==> config.mk <==
export PLATFORM = sky130hd
export DESIGN_NAME = ldpc_top
export DESIGN_NICKNAME = d
export VERILOG_FILES = /design/src/rtl/ldpc_pkg.sv /design/src/rtl/ldpc_parity_gen.sv /design/src/rtl/ldpc_top.sv
export SDC_FILE = /design/constraint.sdc
export NUM_CORES = 1
export LEC_CHECK = 0
export CORE_AREA = 5 5 42 44
export CTS_BUF_LIST = sky130_fd_sc_hd__clkbuf_8
export CTS_CLUSTER_SIZE = 16
export DETAILED_ROUTE_END_ITERATION = 8
export DIE_AREA = 0 0 47 49
export MAX_ROUTING_LAYER = met4
export PLACE_DENSITY = 0.81
export SYNTH_ARGS = -nofsm -noshare
export SYNTH_HDL_FRONTEND = slang
export SYNTH_SLANG_ARGS = --single-unit
==> constraint.sdc <==
create_clock -name clk -period 0.8 [get_ports clk]
set_input_delay 0.16 -clock clk [delete_from_list [all_inputs] [get_ports clk]]
set_output_delay 0.16 -clock clk [all_outputs]
set_load 0.01 [all_outputs]
==> src/rtl/ldpc_pkg.sv <==
`default_nettype none
// ============================================================================
//  Module   : ldpc_pkg
//  Brief    : Constants, parity matrix and word types for the (11,6) LDPC encoder.
//  Revision : 1.0 - initial release
// ============================================================================
package ldpc_pkg;

    localparam int unsigned c_N = 11;
    localparam int unsigned c_K = 6;
    localparam int unsigned c_M = c_N - c_K;

    typedef logic [c_K-1:0] info_t;
    typedef logic [c_M-1:0] parity_t;
    typedef logic [c_N-1:0] codeword_t;

    // Row i lists the parity bits that information bit u_i feeds (bit j -> p_j).
    localparam logic [c_K-1:0][c_M-1:0] c_P_MATRIX = '{
        5'b11100,   // u5 -> p2 p3 p4
        5'b10110,   // u4 -> p1 p2 p4
        5'b11010,   // u3 -> p1 p3 p4
        5'b10011,   // u2 -> p0 p1 p4
        5'b11001,   // u1 -> p0 p3 p4
        5'b10101    // u0 -> p0 p2 p4
    };

endpackage : ldpc_pkg
`default_nettype wire

==> src/rtl/ldpc_parity_gen.sv <==
`default_nettype none
// ============================================================================
//  Module   : ldpc_parity_gen
//  Brief    : Combinational GF(2) parity generator driven by the package matrix.
//  Revision : 1.0 - initial release
// ============================================================================
module ldpc_parity_gen
    import ldpc_pkg::*;
(
    input  logic [c_K-1:0] info_bits,
    output logic [c_M-1:0] parity
);

    always_comb begin
        parity = '0;
        for (int j = 0; j < int'(c_M); j++) begin
            for (int i = 0; i < int'(c_K); i++) begin
                parity[j] = parity[j] ^ (info_bits[i] & c_P_MATRIX[i][j]);
            end
        end
    end

endmodule : ldpc_parity_gen
`default_nettype wire

==> src/rtl/ldpc_top.sv <==
`default_nettype none
// ============================================================================
//  Module   : ldpc_top
//  Brief    : Systematic (11,6) LDPC encoder with registered codeword output.
//  Revision : 1.0 - initial release
// ============================================================================
module ldpc_top
    import ldpc_pkg::*;
#(
    parameter int unsigned N = 11,
    parameter int unsigned K = 6
) (
    input  logic         clk,
    input  logic         rst,
    input  logic         i_en,
    input  logic [K-1:0] info_bits,
    output logic [N-1:0] codeword,
    output logic         o_valid
);

    // The parity matrix is fixed, so any other geometry is rejected outright.
    if ((N != c_N) || (K != c_K)) begin : g_param_check
        $error("ldpc_top: only N=11, K=6 is supported");
    end

    logic [c_M-1:0] w_parity;
    logic [N-1:0]   r_codeword;
    logic           r_valid;

    ldpc_parity_gen u_parity_gen (
        .info_bits (info_bits),
        .parity    (w_parity)
    );

    always_ff @(posedge clk or posedge rst) begin
        if (rst) begin
            r_codeword <= '0;
            r_valid    <= 1'b0;
        end else if (i_en) begin
            r_codeword <= {info_bits, w_parity};
            r_valid    <= 1'b1;
        end
    end

    assign codeword = r_codeword;
    assign o_valid  = r_valid;

endmodule : ldpc_top
`default_nettype wire

==> results.md <==
* 12 x sky130_fd_sc_hd__dfrtp_1, 9 x sky130_fd_sc_hd__mux2_2, 6 x sky130_fd_sc_hd__xnor2_1 — commonest cells in the netlist
* 0.209 ns — actual slew at the worst max-slew pin
* 11 — library cells used by synthesis
* 0 — overflow left after global routing
* 0.423 nW — total leakage power
* yes — RSZ-0062 raised after global routing
* 55.8% — sequential fraction of the synthesis area
* 2 — number of search-and-repair iterations in the first detailed-routing pass
* buf_2 — cells traversed along the worst timing path
* 0.770 — gpl congestion
* negative setup slack — violations in the final reports
* 129 — fill count
* output pin — element type at the critical path end
* 910 um — placed wire-length estimate after detailed placement
* 538 sq um — netlist area before placement
* sky130_fd_sc_hd__dfrtp_1 — cell with the most instances after synthesis
* 78 — number of nets in the layout
* 0 — Final Hold Violating Endpoints
* 100% — asr flop ratio synth
* 55.8% — top-area cell type share of the netlist area
* 84 — post-route insts no fill
* multiplexers — largest family of logic cells by synthesized area
* 2 — crit path max fanout
* 0 — number of antenna violations at the first check in global routing
* 0.174 ns — final hold slack
* 1 — H-tree depth
* 2160 nW/um^2 — power density over the cells
* 0.39 ns — critical path's largest stage delay
* 2 — Longest Clk Path Bufs
* 1 — total buffers and inverters traversed by the critical path
* 86.0% — headroom to the max-slew limit
* 0.78 ns — arrival time of data at the critical path endpoint
* reg2out — type of the worst setup path
* 1400 sq um — area of the core region
* -0.07 ns — reg-to-reg slack, setup
* 117% — Final period util
* 1 — drt first-iter violations
* sky130_fd_sc_hd__dfrtp_1 — Top FF cell, synth
* 14 — number of rows in the core area
* sky130_fd_sc_hd__dfrtp_1 — top cell type by total area after synthesis
* sky130_fd_sc_hd__dfrtp_1 — slowest cell on the critical path
* 0 — yosys synthesis warning count
* 0 — DRC violations left
* 0 ns — Fin Clk Skew
* 0.930% — Synth Area in Compound Gates
* 806 sq um — placed cell areas
* yes — CTS tree
* 36 — post-synthesis instance total
* complete, but fails checks — outcome
* 300 sq um — area of all sequential standard cells
* in2reg — path class of the lowest-slack min-delay path
* 0 — max-slew violations
* 38.4% — initial core utilization
* 61.1% — Post-Route Utilization
* 856 sq um — post-route cell area
* 14.6 um — mean routed wirelength per cell
* 2.01 mm — global-route wire length before repair
* 2300 sq um — Die Outline Area
* 21 — count of pins on the block boundary
* 1070 MHz — Achievable Freq
* 12.9% — Overall Global Routing Usage
* sky130_fd_sc_hd__dfrtp_1 56%, sky130_fd_sc_hd__mux2_2 19%, sky130_fd_sc_hd__xnor2_1 9.8% — top cells by area in the synthesized netlist
* -0.136 ns — final setup margin
* 18.4% — Post-Synth XOR/XNOR Area
* 4.64 — drt via density
* 1.23 mm — total wire length
* flip-flops — Top delay family on crit path
* 20 — number of buffer cells added on primary ports
* 49 um — vertical die dimension
* 14.9 sq um — Avg Synthesized Cell Area
* 1230 uV — peak supply drop
* 12 — total number of clock tree sinks
* 12 — register bit total from synthesis
* 0.24 ns — clock insertion delay at the later pin of the skew report
* 0 — ANT nets after route
* 0.64 ns — critical path data required time
* 77 — Post-Place Cells
* 15 — final setup violation count
* 0.936 ns — post-route minimum period
* 20.7% — proportion of synthesized area in mux cells
* 59.1% — area growth from synthesis to final layout
* 3 — Num CTS Buffers
* 0 — ANT cells
* 1.85 mW — total power
* 255 sq um — footprint of the multi-input gates
* 0.05 ns — clock transition at the registers of the reported paths
* 447 — number of global-route vias before repair
* 390 — number of vias in the routed layout
* 45 — Mapped Nets
* 0% — share of synthesized cell area in full adder, half adder and majority cells
* 0 — Max Cap Violations
* 9 — largest net degree at the start of global routing
* 47 um — die span in x
* flop — startpoint kind of the worst setup timing path
* 0 — number of enable flip-flop cells after synthesis
* 66.2% — ratio of cells with drive above 1 in the final layout
* sky130_fd_sc_hd__clkbuf_8 — Root Driver
* 1.86% — fraction of the mapped netlist area in simple logic gates
metal layers:
| metal | wire length [um] | up-vias | GRT usage, % |
|---|---|---|---|
| met4 | 6 | 0 | 5.53 |
| li1 | - | 182 | - |
| met2 | 656 | 15 | 19.0 |
| met5 | 0 | - | - |
| met1 | 472 | 191 | 15.8 |
| met3 | 92 | 2 | 4.06 |
state kept, by name, indices dropped and copies added, names as in the netlist:
name and flops:
codeword 11, o_valid 1
power breakdown:
part           switching (mW)  total (mW)  internal, mW
combinational           0.192       0.460         0.268
clock                   0.222       0.656         0.435
sequential             0.0410       0.732         0.691
total                   0.455        1.85          1.39
kinds of logic after synthesis:
family / after synthesis
flip-flops: 12
multiplexers: 10
AO/OA/AOI/OAI: 1
AND/OR/NAND/NOR: 2
XOR/XNOR: 8
buffers and inverters: 3
cell usage in the layout (no fill, tap or decap), types with 2 or more instances in the layout:
master | Yosys | layout
sky130_fd_sc_hd__buf_2 | 1 | 13
sky130_fd_sc_hd__dfrtp_1 | 12 | 12
sky130_fd_sc_hd__mux2_2 | 9 | 8
sky130_fd_sc_hd__buf_4 | 0 | 7
sky130_fd_sc_hd__buf_6 | 0 | 5
sky130_fd_sc_hd__clkbuf_8 | 0 | 4
sky130_fd_sc_hd__xnor2_2 | 0 | 3
sky130_fd_sc_hd__xnor2_1 | 6 | 3
sky130_fd_sc_hd__inv_1 | 2 | 2
stage by stage:
stage / setup TNS, ns / setup slack (ns)
after global placement: -8.47 / -0.638
final: -1.50 / -0.136
after floorplan: -0.122 / -0.122
after detailed placement: -8.67 / -0.681
after global routing: -1.92 / -0.153
after CTS: -1.69 / -0.196
cell type report:
type | count | area share (%)
clock buffers | 4 | 6.43
inverters | 2 | 0.877
multi-input cells | 21 | 29.8
flip-flops and latches | 12 | 35.1
well taps | 16 | 2.34
repair buffers | 29 | 25.4
worst reg2reg max path: cells and delay by family (launching register included):
kind / cells / cell delay [ns]
muxes: 1 / 0.25
buffers and inverters: 1 / 0.13
DFF: 1 / 0.37
worst paths after layout:
path,startpoint,endpoint,cells past startpoint
max in group asynchronous,rst,codeword[6],3
worst min-delay path,info_bits[1],codeword[6],2
worst max-delay path,codeword[0],codeword[0],1
worst min register to register,o_valid,o_valid,1
worst max register to register,codeword[8],codeword[8],2
min in group asynchronous,rst,codeword[8],3
repair_timing:
action,in CTS,in global routing
hold buffers,0,0
buffers inserted,3,0
setup endpoints to repair,24,16
pin swaps,4,3
gates resized for setup,78,6
hold endpoints to repair,0,0
Note: power is estimated with default switching activity, not from simulation.
